## config.mk

```make
export PLATFORM = sky130hd
export DESIGN_NAME = regfile_wr_arbiter
export DESIGN_NICKNAME = d
export VERILOG_FILES = /design/src/rtl/regfile_wr_arbiter.sv
export SDC_FILE = /design/constraint.sdc
export NUM_CORES = 1
export LEC_CHECK = 0
export CORE_AREA = 3 3 110 112
export CTS_CLUSTER_SIZE = 16
export DETAILED_ROUTE_END_ITERATION = 16
export DIE_AREA = 0 0 113 115
export SETUP_SLACK_MARGIN = 0.02
export SLEW_MARGIN = 20
export SYNTH_ARGS = -nofsm -noshare
export SYNTH_HDL_FRONTEND = slang
export SYNTH_SLANG_ARGS = --single-unit
```

## constraint.sdc

```tcl
create_clock -name wb_clk -period 2.6 [get_ports wb_clk]
set_clock_uncertainty 0.15 [all_clocks]
set_input_delay 0.65 -clock wb_clk [delete_from_list [all_inputs] [get_ports wb_clk]]
set_output_delay 0.65 -clock wb_clk [all_outputs]
set_load 0.05 [all_outputs]
```

## src/rtl/regfile_wr_arbiter.sv

```systemverilog
// Purpose: shares the register-file write port between core writeback and the debug port, round-robin on conflict.
// Latency: one cycle from an accepted request to the registered rf_we/rf_addr/rf_data beat.
// Backpressure: the refused requester sees ready=0 and must hold its request; refusals are counted in stall_cnt.
// Optional feature macro: RF_SCRUB_EN (post-reset zero-fill of x1..x(NUM_REGS-1) before arbitration starts).
module regfile_wr_arbiter #(
  parameter int ADDR_W   = 5,
  parameter int DATA_W   = 32,
  parameter int NUM_REGS = 32,
  parameter int STALL_W  = 16
) (
  input  logic               wb_clk,
  input  logic               wb_rst,
  input  logic               core_valid,
  input  logic [ADDR_W-1:0]  core_addr,
  input  logic [DATA_W-1:0]  core_data,
  output logic               core_ready,
  input  logic               dbg_valid,
  input  logic [ADDR_W-1:0]  dbg_addr,
  input  logic [DATA_W-1:0]  dbg_data,
  output logic               dbg_ready,
  output logic               rf_we,
  output logic [ADDR_W-1:0]  rf_addr,
  output logic [DATA_W-1:0]  rf_data,
  output logic               init_done,
  output logic [STALL_W-1:0] stall_cnt
);

  // When every encodable address is a real register, only x0 needs filtering.
  localparam bit LP_FULL_MAP = (NUM_REGS >= (1 << ADDR_W));

  logic               r_rf_we;
  logic [ADDR_W-1:0]  r_rf_addr;
  logic [DATA_W-1:0]  r_rf_data;
  logic [STALL_W-1:0] r_stall_cnt;
  logic               r_last_dbg;   // 1 = debug won the most recent transfer
  logic               w_run;
  logic               w_core_xfer;
  logic               w_dbg_xfer;
  logic               w_core_wr;
  logic               w_dbg_wr;
  logic               w_stall_evt;

`ifdef RF_SCRUB_EN
  typedef enum logic {ST_SCRUB, ST_RUN} state_t;
  state_t             r_state;
  logic [ADDR_W-1:0]  r_scrub_cnt;
  logic               r_init_done;

  assign w_run     = (r_state == ST_RUN);
  assign init_done = r_init_done;
`else
  assign w_run     = 1'b1;
  assign init_done = 1'b1;
`endif

  // Grant: a lone requester wins; on conflict the one that did not win last time wins.
  assign core_ready = w_run && core_valid && (!dbg_valid || r_last_dbg);
  assign dbg_ready  = w_run && dbg_valid && (!core_valid || !r_last_dbg);

  assign w_core_xfer = core_valid && core_ready;
  assign w_dbg_xfer  = dbg_valid && dbg_ready;

  // x0 is hard-wired zero and out-of-range registers do not exist: accept but do not write.
  assign w_core_wr = (core_addr != '0) && (LP_FULL_MAP || (int'(core_addr) < NUM_REGS));
  assign w_dbg_wr  = (dbg_addr != '0) && (LP_FULL_MAP || (int'(dbg_addr) < NUM_REGS));

  assign w_stall_evt = (core_valid && !core_ready) || (dbg_valid && !dbg_ready);

  assign rf_we     = r_rf_we;
  assign rf_addr   = r_rf_addr;
  assign rf_data   = r_rf_data;
  assign stall_cnt = r_stall_cnt;

  // Control FSM and write beat: scrub (if built in) then one registered beat per accepted request.
  always_ff @(posedge wb_clk or posedge wb_rst) begin
    if (wb_rst) begin
      r_rf_we    <= 1'b0;
      r_rf_addr  <= '0;
      r_rf_data  <= '0;
      r_last_dbg <= 1'b1;
`ifdef RF_SCRUB_EN
      r_state     <= ST_SCRUB;
      r_scrub_cnt <= ADDR_W'(1);
      r_init_done <= 1'b0;
`endif
    end else begin
`ifdef RF_SCRUB_EN
      if (r_state == ST_SCRUB) begin
        r_rf_we     <= 1'b1;
        r_rf_addr   <= r_scrub_cnt;
        r_rf_data   <= '0;
        r_scrub_cnt <= r_scrub_cnt + 1'b1;
        if (r_scrub_cnt == ADDR_W'(NUM_REGS - 1)) begin
          r_state     <= ST_RUN;
          r_init_done <= 1'b1;
        end
      end else begin
`else
      begin
`endif
        r_rf_we <= 1'b0;
        if (w_core_xfer) begin
          r_last_dbg <= 1'b0;
          if (w_core_wr) begin
            r_rf_we   <= 1'b1;
            r_rf_addr <= core_addr;
            r_rf_data <= core_data;
          end
        end else if (w_dbg_xfer) begin
          r_last_dbg <= 1'b1;
          if (w_dbg_wr) begin
            r_rf_we   <= 1'b1;
            r_rf_addr <= dbg_addr;
            r_rf_data <= dbg_data;
          end
        end
      end
    end
  end

  // Saturating count of arbitration cycles in which some valid requester was refused.
  always_ff @(posedge wb_clk or posedge wb_rst) begin
    if (wb_rst) begin
      r_stall_cnt <= '0;
    end else if (w_run && w_stall_evt && (r_stall_cnt != '1)) begin
      r_stall_cnt <= r_stall_cnt + 1'b1;
    end
  end

endmodule

```

# Word level (Yosys, flattened, before mapping)
# Index checks and enable logic that the tools add are counted.
op_classes:
  add_sub_neg: 1
  multipliers: 0
  n_div: 0
  magnitude_cmp: 0
  n_eq_ne: 2
  shifts: 0
  mux: 14
  n_bitwise: 0
  reduce_logical: 20
ops:
  columns: ["op", "n"]
  rows:
  - ["2-to-1 mux 32 bit", 4]
  - ["2-to-1 mux 5 bit", 4]
  - ["adder 16 x 1 -> 16 bit, second input constant", 1]
  - ["!= test 16 bit, second input constant", 1]
  - ["nonzero test 5 bit", 2]
  - ["logical AND 1 bit", 7]
  - ["2-to-1 mux 1 bit", 6]
  - ["logical NOT 1 bit", 5]
  - ["nonzero test 2 bit", 2]
  - ["logical OR 1 bit", 3]
  - ["AND reduction 3 bit", 1]
  - ["!= test 2 x 1 -> 1 bit, second input constant", 1]
totals:
  reg_bits: 55
  latchBits: 0
  mem_bits_rw: 0
  rom_bits: 0
  input_bits: 78
  out_inout_bits: 57
  wordCells: 42
  memories: 0

# Logic depth before layout (Yosys ltp)
# Gate-level depths: netlist (run 1).
logic_depth:
  ltp_word: 7
  ltp_mapped: 6
  ltp_nobuf: 5

# Least setup slack after synthesis (run 1)
# Ideal clock, no wire load.
synth_timing:
  kind: "input -> register"
  start: "in dbg_valid"
  end: "reg r_rf_addr[0], in the netlist rf_addr[0]"
  setup_time_ns: 0.125
  t_arrival_ns: 2.774
  required_ns: 2.325
  path_slack_ns: -0.449
  stages: 6
  cell_sequence: "a21boi_0 -> o21ai_1 -> o21ai_1 -> buf_6 -> buf_6 -> mux2_4"
synth_between:
  elab_chain_len: 6
  word_cells_on_any_way: 11
  classes_between: "1 x eq/ne; 1 x mux; 9 x reduce/logical"
synth_lines:
  columns: ["item", "line_no", "text"]
  rows:
  - ["start: declaration", "17", "input logic dbg_valid,"]
  - ["logical NOT 1 bit", "57", "assign core_ready = w_run && core_valid && (!dbg_valid || r_last_dbg);"]
  - ["logical OR 1 bit", "57", null]
  - ["logical AND 1 bit", "57", null]
  - ["logical AND 1 bit", "60", "assign w_core_xfer = core_valid && core_ready;"]
  - ["!= test 2 x 1 -> 1 bit (no line) or nonzero test 2 bit (tied branches)", null, null]
  - ["AND reduction 3 bit (no line)", null, null]
  - ["end signal: assignment", "106", "r_rf_addr <= core_addr;"]
  - ["end signal: assignment", "113", "r_rf_addr <= dbg_addr;"]
  - ["end: declaration", "32", "logic [ADDR_W-1:0] r_rf_addr;"]
# Several ways; a longest one is shown, not always the timed one.
# A chain may end at the register's enable or synchronous reset.

# Worst setup path after layout (run 1)
layout_timing:
  start: "in dbg_valid"
  end: "out dbg_ready"
layout_between:
  elab_chain_len: 1
layout_lines:
  columns: ["item", "line_no", "text"]
  rows:
  - ["logical AND 1 bit", "58", "assign dbg_ready = w_run && dbg_valid && (!core_valid || !r_last_dbg);"]
  - ["end: declaration", "20", "output logic dbg_ready,"]
# No other way between the ends.

==> qor.csv, run 1 <==
stage,metric,value,unit
hold_path,hold_path_class,flip-flop to flip-flop,
sta,finalCriticalPeriod,2530,ps
cts,cts_buffers,5,
layout,area.growth.synth_to_final,64.1,%
global_route,grt_max_degree,22,
critical_path,worst_r2r_path_depth,4,
power,finalPower,0.00331,W
critical_path,crit_chain,clkdlybuf4s50_1 -> buf_4 -> a21boi_2 -> buf_4 -> buf_12,
drt,wl_met2,3960,um
critical_path,reg2reg_from,stall_cnt[4],
layout,mostFrequentLayoutCell,clkdlybuf4s50_1,
layout,final_cell_area,0.00458,mm2
sta,fmax,0.396,GHz
critical_path,worstSetupStartpoint,dbg_valid,
die,die_w,113,um
critical_path,cp.required,1800,ps
critical_path,cp_num_buf_inv,4,
placed_design,hpwl,5940,um
power,p_per_area,724,mW/mm2
cts,clock_latency,290,ps
drt,top_layer_used,met4,
drt,met3_length,515,um
global_route,gr-total-overflow,0,
drt,dr.pass1.iters,4,
hold_path,holdPathStages,2,
placed_design,placed_cells,482,
global_route,grt_usage,11.9,%
sta,final_hold_viol_count,0,
placed_design,port_buffers,133,
cts,clock_sinks,55,
sta,worst_pin_slew,546,ps
critical_path,max_stage_delay,480,ps
cts,ctsHtreeMaxLevel,2,
sta,setup-tns-final,0,ps
critical_path,reg2reg_slack,610,ps
drt,ant_nets,0,
critical_path,critPathSlowestCell,clkdlybuf4s50_1,
layout,fin_nets,425,
drt,routed-via-count,2141,
global_route,grt_pass1_vias,2291,
status,status,"finished, final reports clean",
layout,instances_no_fill,490,
hold_path,hold_start,r_last_dbg,
cts,root_buffer,clkbuf_16,
synthesis,syn-num-nets,283,
layout,fillCellCount,1105,
global_route,grt_first_pass_wirelength,12100,um
critical_path,worst_setup_path_end_kind,output pin,
layout,multiInputGateArea,0.00135,mm2
critical_path,crit_top_cell,buf_4,
cts,clk_path_buf_depth,2,
cts,cts_tree,done,
power,leakage,1.94,nW
critical_path,path_class,primary input to output pin,
critical_path,arrival,1730,ps
layout,final_cell_mix,"131 x clkdlybuf4s50_1, 56 x mux2_2, 54 x dfrtp_1",
die,ios,135,
layout,drive_gt1_share,30.3,%
global_route,antenna_found_initial,0,
layout,antenna_cells,0,
layout,seq_area,0.00138,mm2
critical_path,critPathMaxFanout,3,
cts,clk_pin_slew,70,ps
run,drv_cap,0,
synthesis,syn_area,0.00279,mm2
sta,slew_headroom,63.3,%
critical_path,critPathLaunchType,primary input,
synthesis,synth-seq-cells,55,
synthesis,synth.distinct_cells,33,
drt,routed_wl,7560,um
cts,post_cts_buffers,0,
sta,fin_crit_sh,97.2,%
sta,rsz0062_at_grt,false,
drt,drt-met1-wl,2970,um
synthesis,ys_warn_count,0,
drt,drt_iter0_markers,42,
drt,vias_per_cell,4.37,
critical_path,cp.depth,5,
die,die-area,0.0130,mm2
critical_path,crit_family,buffers and inverters,
synthesis,synth_cells,204,
die,initial_core_util,24.6,%
synthesis,syn_avg_cell_area,13.7,um2
sta,slew_viol_final,0,
placed_design,place_congestion,0.713,
sta,setup_viol,0,
cts,hold_buffers,0,
synthesis,yosysSeqAreaShare,49.4,%
drt,wl_per_cell,15.4,um
drt,drc,0,
die,rows,39,
die,dieHeight,115,um
cts,postCtsResizedCells,0,
die,coreArea,0.0113,mm2
power,peakVddDrop,0.343,mV
placed_design,place_area,0.00442,mm2
[cell usage after synthesis, drive strengths merged]
cell type	n	area share [%]
xnor2	2	0.63
nand4	3	0.90
nor4b	1	0.54
nor3b	2	0.54
or2	1	0.22
buf	8	2.2
ha	1	0.45
xor2	12	3.8
clkbuf	1	0.13
mux2	75	33
conb	1	0.13
nor2	7	0.94
dfrtp	54	48
inv	4	0.54
dfstp	1	0.94
nand2b	1	0.22
o21ai	3	0.54
or3	1	0.22
nand2	5	0.67
and4	2	0.63
nand3	5	0.90
nor3	7	1.3
or4	2	0.54
a21oi	1	0.18
a21boi	1	0.27
nor4	2	0.99
nor4bb	1	0.36
[path summary, 6_finish.rpt]
kind,endpoint
max,dbg_ready
min,r_last_dbg
max reg2reg,stall_cnt[1]
min reg2reg,r_last_dbg
max in group asynchronous,rf_data[5]
min in group asynchronous,stall_cnt[0]
[power by group]
group	internal (W)	switching, W	leakage (nW)	total (W)
Combinational	0.000631	0.000836	1.20	0.00147
Sequential	0.00102	0.000127	0.658	0.00114
Clock	0.000386	0.000318	0.0731	0.000703
[sequential cells by signal (all words and copies together) (netlist names)]
| name | count |
|---|---|
| rf_data | 32 |
| stall_cnt | 16 |
| rf_addr | 5 |
| r_last_dbg | 1 |
| rf_we | 1 |
[kinds of logic (layout without fill, tap and decap cells)]
kind of cell | Yosys count | count (layout) | share of synthesized area, %
buf+inv | 13 | 156 | 2.87
compound gates | 5 | 5 | 0.987
simple gates | 40 | 40 | 8.93
xor+xnor | 14 | 14 | 4.40
fa+ha+maj | 1 | 1 | 0.449
mux | 75 | 75 | 32.8
flops | 55 | 55 | 49.4
other cells | 1 | 1 | 0.134
[metal layers]
| layer | up-vias | track usage (%) |
|---|---|---|
| met3 | 9 | 3.58 |
| met5 | - | 0 |
| li1 | 1012 | - |
| met4 | 0 | 3.77 |
| met1 | 1050 | 13.7 |
| met2 | 70 | 21.1 |
[through the flow]
step	worst slack [ps]	hold slack, ps	utilization, %
final	73.2	340	40.4
after global routing	23.5	362	40.4
after CTS	25.4	351	40.4
after detailed placement	-96.1	340	39.0
after global placement	-76.5	322	39.0
after floorplan	290	311	-
[layout make-up]
class	count	share of cell area, %
Timing Repair Buffer	144	32.7
Sequential cell	55	30.1
Multi-Input combinational cell	136	29.6
Tap cell	143	3.91
Clock buffer	6	3.03
Clock inverter	2	0.355
Inverter	4	0.328
[worst register-to-register path, delay by kind of cell, from the launching register on]
kind          cells  cell delay [ps]
flops             1              480
mux               1              300
simple gates      3              960
Note: power is estimated with default switching activity, not from simulation.
==> inputs of run 2 (changes only) <==
CAP_MARGIN = 40   (was unset)
PLACE_DENSITY = 0.61   (was unset)
==> qor.csv, run 2 (same netlist as run 1, synthesis figures left out) <==
stage,metric,value,unit,change
global_route,grt_max_degree,56,,was 22
sta,fmax,0.403,GHz,was 0.396 GHz
global_route,grt_usage,11.4,%,was 11.9%
die,die-area,0.0130,mm2,unchanged
placed_design,place_congestion,0.725,,was 0.713
layout,antenna_cells,0,,unchanged
die,coreArea,0.0113,mm2,unchanged
power,p_seq_share,34.8,%,was 34.5%
drt,drt_iter0_markers,56,,was 42
cts,clk_path_buf_depth,2,,unchanged
drt,vias_per_cell,4.31,,was 4.37
critical_path,r2r-end,rf_data[20],,was stall_cnt[1]
die,ios,135,,unchanged
layout,fin_nets,428,,was 425
status,status,"finished, final reports clean",,unchanged
cts,hold_buffers,0,,unchanged
sta,worst_pin_slew,549,ps,was 546 ps
sta,setup-tns-final,0,ps,unchanged
hold_path,hold_path_class,flip-flop to flip-flop,,unchanged
drt,wl_per_cell,15.0,um,was 15.4 um
sta,finalCriticalPeriod,2480,ps,was 2530 ps
die,die_w,113,um,unchanged
global_route,grt_first_pass_wirelength,12000,um,was 12100 um
placed_design,place_area,0.00444,mm2,was 0.00442 mm2
critical_path,worst_r2r_path_depth,7,,was 4
layout,final_cell_area,0.00460,mm2,was 0.00458 mm2
sta,slew_viol_final,0,,unchanged
critical_path,reg2reg_slack,500,ps,was 610 ps
cts,cts_buffers,5,,unchanged
drt,dr.pass1.iters,4,,unchanged
cts,clk_pin_slew,70,ps,about the same
critical_path,critPathLaunchType,primary input,,unchanged
critical_path,critPathMaxFanout,7,,was 3
cts,ctsHtreeMaxLevel,2,,unchanged
die,rows,39,,unchanged
critical_path,path_class,primary input to output pin,,unchanged
global_route,grt_pass1_vias,2273,,was 2291
cts,root_buffer,clkbuf_16,,unchanged
layout,mostFrequentLayoutCell,clkdlybuf4s50_1,,unchanged
sta,fin_crit_sh,95.4,%,was 97.2%
layout,final_cell_mix,"130 x clkdlybuf4s50_1, 56 x mux2_2, 54 x dfrtp_1",,"was 131 x clkdlybuf4s50_1, 56 x mux2_2, 54 x dfrtp_1"
drt,routed-via-count,2122,,was 2141
layout,fillCellCount,1112,,was 1105
sta,hold_slack,341,ps,was 340 ps
power,p_switching,0.00125,W,was 0.00128 W
placed_design,port_buffers,133,,unchanged
layout,largest_register_ffs,32,,unchanged
power,intPower,0.00204,W,was 0.00203 W
global_route,antenna_found_initial,0,,unchanged
placed_design,hpwl,5700,um,was 5940 um
power,leakage,1.96,nW,was 1.94 nW
power,p_per_area,715,mW/mm2,was 724 mW/mm2
cts,cts_tree,done,,unchanged
drt,drc,0,,unchanged
hold_path,hold_start,r_last_dbg,,unchanged
sta,rsz0062_at_grt,false,,unchanged
power,p_clk_share,20.4,%,was 21.2%
die,initial_core_util,24.6,%,unchanged
hold_path,holdPathStages,2,,unchanged
layout,area.growth.synth_to_final,65.0,%,was 64.1%
cts,clock_sinks,55,,unchanged
global_route,gr-total-overflow,0,,unchanged
layout,drive_gt1_share,30.7,%,was 30.3%
run,drv_cap,0,,unchanged
die,dieHeight,115,um,unchanged
critical_path,cp.required,1800,ps,about the same
sta,setup_viol,0,,unchanged
power,p_sw_share,38.1,%,was 38.6%
power,pwr-share-comb,44.9,%,was 44.3%
sta,final_hold_viol_count,0,,unchanged
power,peakVddDrop,0.311,mV,was 0.343 mV
critical_path,arrival,1680,ps,was 1730 ps
critical_path,worst_setup_path_end_kind,output pin,,unchanged
hold_path,hold_end,r_last_dbg,,unchanged
drt,ant_nets,0,,unchanged
cts,clock_latency,280,ps,was 290 ps
critical_path,reg2reg_from,r_last_dbg,,was stall_cnt[4]
sta,slew_headroom,63.1,%,was 63.3%
drt,routed_wl,7380,um,was 7560 um
-- run 2: changes by cell type in the layout (fill, tap and decap cells not counted), sizes merged --
cell	delta
buf	+3
clkdlybuf4s50	-1
clkinvlp	-1
dlymetal6s2s	+1
-- run 2: power groups by stage --
stage / logic, W / registers (W) / clock network (W)
finish: 0.00148 / 0.00114 / 0.000670
global route: 0.00155 / 0.00118 / 0.000733
CTS: 0.00150 / 0.00115 / 0.000707
detailed placement: 0.00149 / 0.00116 / 0
global placement: 0.00148 / 0.00116 / 0
floorplan: 0.000365 / 0.00170 / 0
-- run 2: layer usage --
| layer | vias to the layer above | GRT usage, % | routed length [um] |
|---|---|---|---|
| li1 | 1016 | - | - |
| met1 | 1033 | 14.3 | 3150 |
| met2 | 69 | 19.7 | 3740 |
| met3 | 4 | 3.11 | 448 |
| met4 | 0 | 2.16 | 43 |
| met5 | - | 0 | 0 |
-- run 2: area by class of cell --
class,count,area [um2],share of cell area [%]
Clock buffer,6,139,3.02
Clock inverter,1,5.00,0.109
Sequential cell,55,1380,29.9
Tap cell,143,179,3.89
Inverter,4,15.0,0.326
Multi-Input combinational cell,136,1350,29.3
Timing Repair Buffer,147,1540,33.4
-- run 2: critical path, stage by stage --
cell and delay (ps):
clkdlybuf4s50_1 570, nand2_2 80, buf_6 140, inv_1 90
buf_12 140
-- run 2: worst max path at each step --
stage / slack [ps] / startpoint / cells past startpoint / end
2_1_floorplan: 290 / dbg_valid / 6 / rf_addr[0]
3_3_place_gp: -80 / dbg_addr[2] / 6 / rf_data[26]
3_5_place_dp: -120 / dbg_addr[2] / 6 / rf_data[28]
4_1_cts: 80 / dbg_valid / 6 / core_ready
5_1_grt: 50 / core_valid / 5 / core_ready
6_report: 120 / core_valid / 5 / core_ready
-- run 2: timing repair --
action,in CTS,in global routing
resized for setup,1,1
setup buffers,1,0
setup endpoints to repair,1,1
-- run 2: metrics by stage --
step / util [%] / worst slack (ps) / std cells / power, W
6_report: 40.6 / 120 / 492 / 0.00329
5_1_grt: 40.6 / 54.2 / 492 / 0.00346
4_1_cts: 40.6 / 75.6 / 492 / 0.00336
3_5_place_dp: 39.3 / -116 / 484 / 0.00266
3_3_place_gp: 39.3 / -83.7 / 484 / 0.00264
2_1_floorplan: - / 290 / 204 / 0.00206
